## src/rtl/memory_access_controller_if.sv

```systemverilog
// Command, write-beat, read-return and memory-side signals of the memory access controller.
// The slave modport is the controller view; master is the view of whoever drives it.
interface memory_access_controller_if #(
  parameter int DATA_W = 8,
  parameter int ADDR_W = 3
);
  logic              cmd_valid;
  logic              cmd_ready;
  logic [1:0]        cmd_op;
  logic [ADDR_W-1:0] cmd_addr;
  logic [ADDR_W-1:0] cmd_len;
  logic [DATA_W-1:0] wr_data;
  logic              wr_valid;
  logic              wr_ready;
  logic [DATA_W-1:0] rd_data;
  logic              rd_valid;
  logic              busy;
  logic              done;
  logic [ADDR_W-1:0] mem_addr;
  logic              mem_cs;
  logic              mem_read;
  logic              mem_write;
  logic [DATA_W-1:0] mem_wdata;
  logic [DATA_W-1:0] mem_rdata;

  modport slave (
    input  cmd_valid, cmd_op, cmd_addr, cmd_len, wr_data, wr_valid, mem_rdata,
    output cmd_ready, wr_ready, rd_data, rd_valid, busy, done,
           mem_addr, mem_cs, mem_read, mem_write, mem_wdata
  );

  modport master (
    output cmd_valid, cmd_op, cmd_addr, cmd_len, wr_data, wr_valid, mem_rdata,
    input  cmd_ready, wr_ready, rd_data, rd_valid, busy, done,
           mem_addr, mem_cs, mem_read, mem_write, mem_wdata
  );
endinterface

```

## src/rtl/memory_access_controller.sv

```systemverilog
// Burst read/write/clear controller in front of a small single-port byte memory.
// Memory-side strobes are decoded from the state register so reset silences them at once.
module memory_access_controller #(
  parameter int DATA_W = 8,
  parameter int ADDR_W = 3
) (
  input  logic                        clk,
  input  logic                        reset,
  memory_access_controller_if.slave   bus
);

  localparam int CNT_W = ADDR_W + 1;
  localparam int DEPTH = 2 ** ADDR_W;

  typedef enum logic [2:0] {
    S_IDLE,
    S_READ,
    S_WRITE,
    S_CLEAR,
    S_DONE
  } state_e;

  typedef enum logic [1:0] {
    OP_READ  = 2'b00,
    OP_WRITE = 2'b01,
    OP_CLEAR = 2'b10,
    OP_NOP   = 2'b11
  } op_e;

  state_e            state_q, state_d;
  logic [ADDR_W-1:0] addr_q, addr_d;
  logic [CNT_W-1:0]  beats_q, beats_d;
  logic [DATA_W-1:0] rd_data_q, rd_data_d;
  logic              rd_valid_q, rd_valid_d;

  logic              last_beat;
  assign last_beat = (beats_q == CNT_W'(1));

  always_ff @(posedge clk or negedge reset) begin
    if (!reset) begin
      state_q    <= S_IDLE;
      addr_q     <= '0;
      beats_q    <= '0;
      rd_data_q  <= '0;
      rd_valid_q <= 1'b0;
    end else begin
      state_q    <= state_d;
      addr_q     <= addr_d;
      beats_q    <= beats_d;
      rd_data_q  <= rd_data_d;
      rd_valid_q <= rd_valid_d;
    end
  end

  always_comb begin
    state_d       = state_q;
    addr_d        = addr_q;
    beats_d       = beats_q;
    rd_data_d     = rd_data_q;
    rd_valid_d    = 1'b0;
    bus.cmd_ready = 1'b0;
    bus.wr_ready  = 1'b0;
    bus.done      = 1'b0;
    bus.busy      = (state_q != S_IDLE);
    bus.mem_addr  = '0;
    bus.mem_cs    = 1'b0;
    bus.mem_read  = 1'b0;
    bus.mem_write = 1'b0;
    bus.mem_wdata = '0;

    unique case (state_q)
      S_IDLE: begin
        bus.cmd_ready = 1'b1;
        if (bus.cmd_valid) begin
          addr_d  = bus.cmd_addr;
          beats_d = CNT_W'(bus.cmd_len) + CNT_W'(1);
          unique case (op_e'(bus.cmd_op))
            OP_READ:  state_d = S_READ;
            OP_WRITE: state_d = S_WRITE;
            OP_CLEAR: begin
              state_d = S_CLEAR;
              addr_d  = '0;
              beats_d = CNT_W'(DEPTH);
            end
            default:  state_d = S_DONE;
          endcase
        end
      end

      S_READ: begin
        bus.mem_cs   = 1'b1;
        bus.mem_read = 1'b1;
        bus.mem_addr = addr_q;
        rd_data_d    = bus.mem_rdata;
        rd_valid_d   = 1'b1;
        addr_d       = addr_q + ADDR_W'(1);
        beats_d      = beats_q - CNT_W'(1);
        if (last_beat) state_d = S_DONE;
      end

      S_WRITE: begin
        bus.wr_ready  = 1'b1;
        bus.mem_cs    = 1'b1;
        bus.mem_addr  = addr_q;
        bus.mem_wdata = bus.wr_data;
        bus.mem_write = bus.wr_valid;
        // An absent beat holds address and count so the burst resumes in place.
        if (bus.wr_valid) begin
          addr_d  = addr_q + ADDR_W'(1);
          beats_d = beats_q - CNT_W'(1);
          if (last_beat) state_d = S_DONE;
        end
      end

      S_CLEAR: begin
        bus.mem_cs    = 1'b1;
        bus.mem_write = 1'b1;
        bus.mem_addr  = addr_q;
        addr_d        = addr_q + ADDR_W'(1);
        beats_d       = beats_q - CNT_W'(1);
        if (last_beat) state_d = S_DONE;
      end

      S_DONE: begin
        bus.done = 1'b1;
        state_d  = S_IDLE;
      end

      default: state_d = S_IDLE;
    endcase
  end

  assign bus.rd_data  = rd_data_q;
  assign bus.rd_valid = rd_valid_q;

endmodule
```

## src/flat_wrapper.sv

```systemverilog
// flat-port wrapper written by rule: the top's interface ports become plain ports
module memory_access_controller_flat 
#(
  parameter int DATA_W = 8,
  parameter int ADDR_W = 3
)
  (clk, reset, bus_cmd_valid, bus_cmd_op, bus_cmd_addr, bus_cmd_len, bus_wr_data, bus_wr_valid, bus_mem_rdata, bus_cmd_ready, bus_wr_ready, bus_rd_data, bus_rd_valid, bus_busy, bus_done, bus_mem_addr, bus_mem_cs, bus_mem_read, bus_mem_write, bus_mem_wdata);
  memory_access_controller_if #(.DATA_W(DATA_W), .ADDR_W(ADDR_W)) bus_i ();
  input  logic clk;
  input  logic reset;
  input wire logic [$bits(bus_i.cmd_valid)-1:0] bus_cmd_valid;
  input wire logic [$bits(bus_i.cmd_op)-1:0] bus_cmd_op;
  input wire logic [$bits(bus_i.cmd_addr)-1:0] bus_cmd_addr;
  input wire logic [$bits(bus_i.cmd_len)-1:0] bus_cmd_len;
  input wire logic [$bits(bus_i.wr_data)-1:0] bus_wr_data;
  input wire logic [$bits(bus_i.wr_valid)-1:0] bus_wr_valid;
  input wire logic [$bits(bus_i.mem_rdata)-1:0] bus_mem_rdata;
  output wire logic [$bits(bus_i.cmd_ready)-1:0] bus_cmd_ready;
  output wire logic [$bits(bus_i.wr_ready)-1:0] bus_wr_ready;
  output wire logic [$bits(bus_i.rd_data)-1:0] bus_rd_data;
  output wire logic [$bits(bus_i.rd_valid)-1:0] bus_rd_valid;
  output wire logic [$bits(bus_i.busy)-1:0] bus_busy;
  output wire logic [$bits(bus_i.done)-1:0] bus_done;
  output wire logic [$bits(bus_i.mem_addr)-1:0] bus_mem_addr;
  output wire logic [$bits(bus_i.mem_cs)-1:0] bus_mem_cs;
  output wire logic [$bits(bus_i.mem_read)-1:0] bus_mem_read;
  output wire logic [$bits(bus_i.mem_write)-1:0] bus_mem_write;
  output wire logic [$bits(bus_i.mem_wdata)-1:0] bus_mem_wdata;
  assign bus_i.cmd_valid = bus_cmd_valid;
  assign bus_i.cmd_op = bus_cmd_op;
  assign bus_i.cmd_addr = bus_cmd_addr;
  assign bus_i.cmd_len = bus_cmd_len;
  assign bus_i.wr_data = bus_wr_data;
  assign bus_i.wr_valid = bus_wr_valid;
  assign bus_i.mem_rdata = bus_mem_rdata;
  assign bus_cmd_ready = bus_i.cmd_ready;
  assign bus_wr_ready = bus_i.wr_ready;
  assign bus_rd_data = bus_i.rd_data;
  assign bus_rd_valid = bus_i.rd_valid;
  assign bus_busy = bus_i.busy;
  assign bus_done = bus_i.done;
  assign bus_mem_addr = bus_i.mem_addr;
  assign bus_mem_cs = bus_i.mem_cs;
  assign bus_mem_read = bus_i.mem_read;
  assign bus_mem_write = bus_i.mem_write;
  assign bus_mem_wdata = bus_i.mem_wdata;
  memory_access_controller #(.DATA_W(DATA_W), .ADDR_W(ADDR_W)) u_core (.clk(clk), .reset(reset), .bus(bus_i));
endmodule
```

## config.mk

```make
export PLATFORM = sky130hd
export DESIGN_NAME = memory_access_controller_flat
export DESIGN_NICKNAME = d
export VERILOG_FILES = /design/src/rtl/memory_access_controller_if.sv /design/src/rtl/memory_access_controller.sv /design/src/flat_wrapper.sv
export SDC_FILE = /design/constraint.sdc
export NUM_CORES = 1
export LEC_CHECK = 0
export CAP_MARGIN = 5
export CORE_MARGIN = 4
export CORE_UTILIZATION = 40
export DETAILED_ROUTE_END_ITERATION = 10
export PLACE_DENSITY = 0.79
export SETUP_SLACK_MARGIN = 0.3
export SKIP_LAST_GASP = 1
export SLEW_MARGIN = 10
export SYNTH_ARGS = -nofsm -noshare
export SYNTH_HDL_FRONTEND = slang
export SYNTH_SLANG_ARGS = --single-unit
```

## constraint.sdc

```tcl
create_clock -name clk -period 1.8 [get_ports clk]
set_input_delay 0.36 -clock clk [delete_from_list [all_inputs] [get_ports clk]]
set_output_delay 0.36 -clock clk [all_outputs]
set_load 0.1 [all_outputs]
```

; ---- Yosys cells after proc, flatten, opt, wreduce, memory -nomap -nowiden
; Index checks and enable logic that the tools add are counted.
; Widths: inputs -> output; s select.
[totals]
regBits = 19
latch_bits = 0
mem_bits_rw = 0
rom_bits = 0
input_bits = 28
elab_cells = 46
mem_count = 0
[classes]
n_addsub = 3
n_mul = 0
div = 0
n_lt_le_gt_ge = 0
eq_ne = 9
shift = 0
n_mux = 21
n_bitwise = 0
n_reduce_logical = 8
[op_table]
columns = operator, n
row1 = $pmux 3 s3, 3
row2 = $mux 3, 7
row3 = $mux 4, 3
row4 = $pmux 4 s3, 1
row5 = $mux 8, 1
row6 = $eq 3x2->1 const B, 2
row7 = $reduce_bool 3->1, 2
row8 = $mux 1, 5
row9 = $add 3x1->4 const B, 1
row10 = $eq 4x1->1 const B, 1
row11 = $ne 2x2->1 const B, 2
row12 = $sub 4x1->4 const B, 1
row13 = $add 3x1->3 const B, 1
row14 = $eq 3x1->1 const B, 1
row15 = $eq 3x3->1 const B, 1
row16 = $logic_not 3->1, 1
row17 = $reduce_and 3->1, 1
row18 = $reduce_or 3->1, 1
row19 = $eq 2x1->1 const B, 1
row20 = $eq 2x2->1 const B, 1
row21 = $logic_not 2->1, 1
row22 = $pmux 1 s2, 1
row23 = $reduce_and 2->1, 1
row24 = $reduce_or 2->1, 1

; ---- Depth between registers and ports, before layout
; Gate-level depths: netlist (run 1).
[logic_depth]
word_depth = 4
mapped_depth = 6
ltp_nobuf = 6

; ---- Worst setup path after synthesis (run 1)
; No wires, ideal clock.
[synth_timing]
path_type = reg-to-output
start = reg u_core.state_q[0]
end = out bus_busy
arrival_ns = 4.004
path_slack_ns = -2.564
stages_incl_launch_ff = 4
n_path_buf = 1
cell_sequence = dfrtp_1 > buf_4 > nor3_1 > inv_1
[synth_via]
elab_chain_len = 1
[synth_lines]
columns = element, line
row1 = start: declaration, memory_access_controller.sv:30  ; state_e state_q, state_d;
row2 = start signal: assignment, memory_access_controller.sv:47  ; state_q <= state_d;
row3 = $reduce_bool 3->1, memory_access_controller.sv:64  ; bus.busy = (state_q != S_IDLE);
row4 = end: declaration, flat_wrapper.sv:22  ; output wire logic [$bits(bus_i.busy)-1:0] bus_busy;
; Every way passes these cells.

; ---- Worst setup path after layout (run 1)
[layout_timing]
start = reg u_core.state_q[1]
end = out bus_mem_wdata[5]
[layout_via]
elab_chain_len = 2
[layout_lines]
columns = element, line
row1 = $eq 3x2->1, memory_access_controller.sv:71  ; unique case (state_q)
row2 = $mux 8, memory_access_controller.sv:71
row3 = end: declaration, flat_wrapper.sv:28  ; output wire logic [$bits(bus_i.mem_wdata)-1:0] bus_mem_wdata;
; Every way passes these cells.

==> impl_metrics.py, run 1 <==
metrics = {
    "run_status": {
        "run_status": "finished, violations left",
        "violations": "negative setup slack",
    },
    "floorplan": {
        "die-area_um2": 3790,
        "io_pins": 55,
        "die_h_um": 61.6,
        "initial_core_util": 0.417,
        "fp.dieW_um": 61.6,
        "rows": 19,
        "coreArea_um2": 2760,
    },
    "final_layout": {
        "nFillCells": 119,
        "final_cell_area_um2": 2460,
        "final_nets": 227,
        "layout-drive-gt1-share": 0.524,
        "area_growth_pct": 115,
        "antenna_cells": 0,
    },
    "synth": {
        "yosys_register_bits": 19,
        "ys.warnings.count": 0,
        "seq_area_frac_synth": 0.414,
        "synth_common_cells": "19 x dfrtp_1, 11 x and2_1, 9 x nor2_1",
        "synth_cells": 107,
        "syn_nets": 142,
        "yosysUniqueCellTypes": 32,
        "synth-async-reset-ratio": 1.00,
        "synth_top_area_cell": "dfrtp_1",
        "syn_avg_cell_area_um2": 10.7,
        "ys.flop_type": "dfrtp_1",
        "yosysMostFrequentCell": "dfrtp_1",
        "yosys-top-cells-area": "dfrtp_1 41%, mux2_2 7.8%, ha_1 7.6%, and2_1 6.0%, o21bai_4 3.3%",
        "synth_top_area_frac": 0.414,
        "syn_area_um2": 1150,
        "synth-edff-count": 0,
    },
    "hold_path": {
        "hold_path.class": "in2async",
    },
    "worst_setup_path": {
        "rr_startpoint": "u_core.state_q[2]",
        "critPathCaptureType": "output pin",
        "rr_worst_depth": 7,
        "path_max_fanout": 5,
        "ff2ff_setup_slack_ns": 0.15,
        "required_ns": 1.44,
        "start_kind": "register",
        "crit_type": "reg2out",
        "cp.arrival_ns": 1.54,
        "timing.rr.end": "u_core.addr_q[0]",
    },
    "detailed_routing": {
        "dr.pass1.iters": 6,
        "drc": 0,
        "drtAntennaViolNets": 0,
        "via_count": 1231,
        "routed_wirelength_um": 4580,
        "wl_per_cell_um": 20.6,
        "routed_via_density": 5.55,
        "initialDrtViolationCount": 55,
    },
    "grt": {
        "grt_pass1_vias": 1290,
        "grt_usage": 0.240,
        "grt_max_degree": 20,
        "antenna_found_initial": 0,
        "grt_overflow": 0,
        "grt_pass1_wl_um": 6470,
    },
    "placed_design": {
        "gp_congestion": 0.834,
        "placed_cell_area_um2": 2140,
        "post-place-ws_ns": 0.0287,
        "place_hpwl_um": 2680,
        "io_buffer_count": 54,
    },
    "timing": {
        "relSlewSlack": 0.781,
        "skew_ns": 0.00598,
        "finalCritPeriodShare": 1.06,
        "drv_slew": 0,
        "fmax_mhz": 525,
        "fin_ws_ns": -0.104,
        "setup_tns_ns": -1.21,
        "rsz0062_at_grt": "yes",
        "worst_slew_pin_slew_ns": 0.328,
        "setup_violations": 16,
        "period_needed_ns": 1.90,
        "finalHoldViolCount": 0,
    },
    "cts": {
        "tritoncts": "done",
        "root_buffer": "clkbuf_4",
        "clk-insertion-delay-late_ns": 0.31,
        "numCtsBuffers": 3,
        "clk_path_buf_depth": 2,
        "clock-sinks": 19,
        "path_clk_slew_ns": 0.11,
        "htreeDepth": 1,
    },
    "run": {
        "cap_viol_max_count": 0,
    },
}
==> worst max-delay path, cell delays in order, from the launching register on <==
cell and delay (ns):
dfrtp_1 0.43, or2b_4 0.32, nor2_4 0.14, and2_4 0.18, buf_12 0.17
==> how the worst max path moves through the flow <==
stage,from,cells after the start,to,slack [ns]
CTS,u_core.state_q[2],4,bus_mem_wdata[5],-0.07
global route,u_core.state_q[1],4,bus_mem_wdata[5],-0.14
detailed placement,bus_cmd_op[0],6,u_core.beats_q[2],0.03
finish,u_core.state_q[1],4,bus_mem_wdata[5],-0.10
floorplan,u_core.state_q[1],3,bus_busy,-0.62
global placement,bus_cmd_op[0],6,u_core.beats_q[3],0.10
==> layout by cell type (no fill, tap or decap), types with 3 or more instances in the layout <==
| cell type | count |
|---|---|
| buf_12 | 31 |
| ha_1 | 7 |
| inv_1 | 5 |
| buf_4 | 15 |
| nand2_1 | 4 |
| clkbuf_4 | 3 |
| nor2_1 | 4 |
| buf_6 | 7 |
| clkdlybuf4s50_1 | 27 |
| o21ai_1 | 3 |
| nor2_4 | 6 |
| nor3_1 | 3 |
| a21oi_1 | 4 |
| mux2_4 | 8 |
| and2_4 | 11 |
| nor3b_2 | 3 |
| dfrtp_1 | 18 |
==> metal layers <==
metal | up-vias | routed length, µm | global-route usage
li1 | 546 | - | -
met1 | 616 | 1720 | 0.275
met2 | 63 | 2470 | 0.429
met3 | 6 | 322 | 0.0503
met4 | 0 | 66 | 0.100
met5 | - | 0 | 0
==> flip-flops by register name, indices dropped and copies added, names as in the netlist <==
name,count
u_core.bus.rd_data,8
u_core.beats_q,4
u_core.state_q,3
u_core.bus.rd_valid,1
u_core.addr_q,3
==> cell families after synthesis <==
logic type / count (synthesis) / synth area share
and+or+nand+nor: 39 / 0.194
AOI/OAI and AO/OA: 19 / 0.150
DFF: 19 / 0.414
muxes: 11 / 0.109
adders and majority gates: 7 / 0.0762
buffers and inverters: 11 / 0.0490
xor gates and xnor gates: 1 / 0.00763
==> through the flow <==
step                cells  hold WS, ns  utilization
global route          222        0.390        0.894
finish                222        0.377        0.894
detailed placement    197        0.494        0.775
CTS                   218        0.381        0.865
floorplan             107       0.0644            -
global placement      197        0.484        0.775
==> cell type report <==
| type | count | area [µm²] | share of cell area |
|---|---|---|---|
| inverters | 8 | 37.5 | 0.0152 |
| repair buffers | 82 | 1120 | 0.454 |
| clock buffers | 4 | 26.3 | 0.0107 |
| flip-flops and latches | 19 | 477 | 0.193 |
| well taps | 31 | 38.8 | 0.0157 |
| multi-input cells | 78 | 766 | 0.311 |
==> timing repair <==
item | CTS | global route
hold buffers | 0 | 0
setup buffers | 15 | 4
gates resized for setup | 17 | 10
pin swaps | 15 | 8
cloned | 2 | 0
endpoints found under the setup margin | 22 | 36
Power of run 1 is not shown: default switching activity piles up to over one toggle a cycle in this logic, so the estimate is an artifact.
==> inputs of run 2 (changes only) <==
- clock period: 1.8 -> 2 ns (I/O delays scaled with it)
==> impl_metrics.py, run 2 (synthesis results as in run 1) <==
metrics = {
    "final_layout": {
        "final_cell_area_um2": 2210,
        "nFillCells": 161,
        "area_growth_pct": 92.6,
        "utilization": 0.802,
        "final_nets": 221,
        "final_common_cell": "clkdlybuf4s50_1",
        "antenna_cells": 0,
        "largest_reg_flops": 8,
        "final_cell_mix": "27 x clkdlybuf4s50_1, 22 x buf_4, 19 x buf_12, 18 x dfrtp_1, 11 x and2_4",
        "layout-drive-gt1-share": 0.476,
    },
    "timing": {
        "finalCritPeriodShare": 0.946,
        "rsz0062_at_grt": "yes",
        "period_needed_ns": 1.89,
        "worst_slew_pin_slew_ns": 0.450,
        "drv_slew": 0,
        "relSlewSlack": 0.699,
        "setup_violations": 0,
        "finalHoldViolCount": 0,
        "fin_hold_ws_ns": 0.401,
        "fmax_mhz": 529,
        "fin_ws_ns": 0.109,
        "skew_ns": 0.00209,
    },
    "placed_design": {
        "post-place-ws_ns": 0.190,
        "io_buffer_count": 54,
        "gp_congestion": 0.842,
        "place_hpwl_um": 2610,
        "placed_cell_area_um2": 2010,
    },
    "cts": {
        "htreeDepth": 1,
        "clk-insertion-delay-late_ns": 0.30,
        "tritoncts": "done",
        "clk_path_buf_depth": 2,
        "cts_hold_buf": 0,
        "root_buffer": "clkbuf_4",
        "numCtsBuffers": 3,
        "path_clk_slew_ns": 0.11,
        "clock-sinks": 19,
    },
    "worst_setup_path": {
        "cp.arrival_ns": 1.49,
        "start_kind": "register",
        "required_ns": 1.60,
        "path_max_fanout": 4,
        "crit_type": "reg2out",
        "rr_worst_depth": 7,
        "critPathCaptureType": "output pin",
    },
    "grt": {
        "grt_pass1_vias": 1184,
        "antenna_found_initial": 0,
        "grt_usage": 0.199,
        "grt_pass1_wl_um": 5530,
        "grt_overflow": 0,
        "grt_max_degree": 11,
    },
    "detailed_routing": {
        "routed_wirelength_um": 3510,
        "drc": 0,
        "dr.pass1.iters": 4,
        "initialDrtViolationCount": 39,
        "routed_via_density": 5.25,
        "wl_per_cell_um": 16.2,
        "via_count": 1135,
        "drtAntennaViolNets": 0,
    },
    "floorplan": {
        "die-area_um2": 3790,
        "coreArea_um2": 2760,
        "rows": 19,
        "initial_core_util": 0.417,
        "die_h_um": 61.6,
        "io_pins": 55,
        "fp.dieW_um": 61.6,
    },
    "hold_path": {
        "hold_path.class": "in2async",
    },
    "run": {
        "cap_viol_max_count": 0,
    },
    "run_status": {
        "run_status": "complete, no violations",
    },
}
[run 2: critical path, cell delays in order, from the launching register on]
cell     delay [ns]
dfrtp_1        0.41
or2b_4         0.29
nor2_4         0.15
and2_4         0.18
buf_12         0.16
[run 2: final timing paths]
check                                        from               endpoint  slack [ns]
min in group clk                 u_core.addr_q[2]       u_core.addr_q[2]        0.51
worst min register to register   u_core.addr_q[2]       u_core.addr_q[2]        0.51
worst max register to register  u_core.state_q[2]  u_core.bus.rd_data[7]        0.31
worst min-delay path                        reset  u_core.bus.rd_data[1]        0.40
worst max-delay path            u_core.state_q[2]       bus_mem_wdata[2]        0.11
max in group asynchronous                   reset      u_core.state_q[0]        1.08
[run 2: per-stage QoR]
stage / TNS [ns] / cells
finish: 0 / 216
global route: 0 / 216
CTS: 0 / 208
detailed placement: 0 / 196
global placement: 0 / 196
floorplan: -3.29 / 107
[run 2: repair_timing]
action                     in CTS  in global routing
resized for setup              10                  6
setup buffers                   7                  8
gates cloned                    1                  0
pin swaps                       7                  5
setup endpoints to repair      23                 23
[run 2: final cells by class]
type                       count  area (µm²)  share of cell area
clock buffer                   4        26.3              0.0119
inverter                       8        37.5              0.0170
multi-input combinational     78         727               0.329
sequential                    19         477               0.215
tap                           31        38.8              0.0175
timing repair buffer          76         906               0.410
[run 2: layer usage]
| metal | share of wire | global-route usage |
|---|---|---|
| met5 | 0 | 0 |
| met4 | 0.019 | 0.0818 |
| met3 | 0.083 | 0.0356 |
| met2 | 0.53 | 0.359 |
| met1 | 0.37 | 0.231 |
Power of run 2 is left out for the same reason.
==> RTL change, RTL diff (config.mk and constraints of run 2) <==
`DATA_W` is set to 8 in 3 places; all go to 10.
--- a/src/rtl/memory_access_controller_if.sv
+++ b/src/rtl/memory_access_controller_if.sv
@@ -2,5 +2,5 @@
 // The slave modport is the controller view; master is the view of whoever drives it.
 interface memory_access_controller_if #(
-  parameter int DATA_W = 8,
+  parameter int DATA_W = 10,
   parameter int ADDR_W = 3
 );
--- a/src/rtl/memory_access_controller.sv
+++ b/src/rtl/memory_access_controller.sv
@@ -2,5 +2,5 @@
 // Memory-side strobes are decoded from the state register so reset silences them at once.
 module memory_access_controller #(
-  parameter int DATA_W = 8,
+  parameter int DATA_W = 10,
   parameter int ADDR_W = 3
 ) (
--- a/src/flat_wrapper.sv
+++ b/src/flat_wrapper.sv
@@ -2,5 +2,5 @@
 module memory_access_controller_flat 
 #(
-  parameter int DATA_W = 8,
+  parameter int DATA_W = 10,
   parameter int ADDR_W = 3
 )
Ports: changed (resized bus_mem_rdata, bus_mem_wdata, bus_rd_data and bus_wr_data); port bits go from 55 to 63. No check against the original RTL was run, so the function may have changed too.
==> RTL change against run 2 <==
- worst setup slack got worse by 0.047 ns
- non-clock buffer count increased by 6
- synthesized cell count increased by 10%
- routed wire length down 3.2%
- via count grew 3.9%
- sequential cell count grew 2
- count of clock-buffer cells in the layout down 1
- cell area up 5.1%
- area after synthesis increased by 9.5%
Power is left out: the tool's default activity adds up to more than one toggle a clock period on the data nets, which glitch-free logic cannot reach.
==> RTL change: results (changes against run 2) <==
status: finished clean
number of CTS-inserted buffers: 3 (unchanged)
sequential share of the synthesized area: 41.8% (+0.40 points)
clock buffer depth: 2 (unchanged)
WHS: 0.415 ns (+0.0146 ns)
grt total ovfl: 0 (unchanged)
DRT iter0 DRCs: 26 (-33%)
RR Startpoint: u_core.state_q[1]$_DFFE_PN0P_
flop-to-flop setup slack: 0.45 ns (+0.14 ns)
diode count: 0 (unchanged)
clock skew: 0.00816 ns (+0.00607 ns)
Critical Path End: bus_mem_wdata[5]
vias in the first global route: 1217 (+2.8%)
Post-DP HPWL: 2750 um (+5.2%)
# nets final: 238 (+7.7%)
worst-skew pair later-pin latency: 0.31 ns
synth cell count leaders: dfrtp_1 (21), and2_1 (12), nor2_1 (12), mux2_2 (10)
R2R depth: 5 (-2)
share of cells above drive strength 1: 48.5% (+0.92 points)
crit path from: u_core.state_q[2]$_DFFE_PN0P_
Setup WS pre-CTS: 0.178 ns (-0.0114 ns)
Overall Global Routing Usage: 17.2% (-2.7 points)
RePlAce Congestion: 0.792 (-6.0%)
asr flop ratio synth: 100% (unchanged)
placed cells: 227 (+16%)
count of cell types in the netlist: 31 (-3.1%)
Vias/cell: 4.87 (-7.3%)
number of fill cells in the layout: 204 (+27%)
post-synthesis adder-cell area fraction: 6.97% (-0.66 points)
drt wl/cell: 14.0 um (-14%)
RR Endpoint: u_core.bus.rd_data[1]$_DFFE_PN0P_
Buf/Inv on CP: 2 (+1)
CTS root buffer: clkbuf_4
CP delay by family, top: simple AND/OR/NAND/NOR gates
drt pass-1 iters: 4 (unchanged)
Slew @ Worst Pin: 0.361 ns (-0.0888 ns)
largest net degree at the start of global routing: 22 (+11)
Total Wirelength: 3390 um (-3.2%)
Critical Path AT: 1.54 ns (+0.05 ns)
Port Buffers: 62 (+15%)
Slowest-stage cell, CP: dfrtp_2
Post-Syn Nets: 157 (+11%)
Mapped Avg Cell Area: 10.7 um^2 (-0.73%)
max FFs per register: 10 (+2)
XOR/XNOR Fraction of Synth Area: 0.697% (-0.066 points)
antenna violations before repair: 0 (unchanged)
fin crit period: 1.94 ns (+0.0473 ns)
mux share of post-synthesis cell area: 10.1% (-0.74 points)
CP Max Fanout: 11 (+7)
Hold WC Path Type: in2async
top area cells in the synthesized netlist: dfrtp_1 (42%), mux2_2 (9.0%), ha_1 (7.0%)
placed inst area: 0.00219 mm^2 (+9.2%)
first-pass GRT wire length: 5580 um (+1.0%)
complex-gate fraction of the synthesized area: 14.9% (-0.11 points)
[RTL change: timing repair]
item	in CTS	in global routing
gates resized for setup	8	0
pin swaps	2	1
endpoints found under the setup margin	20	20
buffers inserted	9	2
hold buffers	0	0
gates cloned	0	0
[RTL change: layout make-up]
class | count | area, um^2 | share of cell area, %
timing repair buffer | 82 | 958 | 41.2
multi-input combinational | 83 | 723 | 31.1
sequential | 21 | 528 | 22.7
tap | 44 | 55.1 | 2.37
inverter | 8 | 32.5 | 1.40
clock buffer | 3 | 22.5 | 0.969
clock inverter | 1 | 5.00 | 0.215
[RTL change: metal layers]
layer | vias up | track usage, % | share of wire, %
met4 | 0 | 4.58 | 0.80
met3 | 4 | 3.69 | 7.2
met5 | - | 0 | 0
met1 | 555 | 21.3 | 41
li1 | 568 | - | -
met2 | 52 | 30.1 | 51
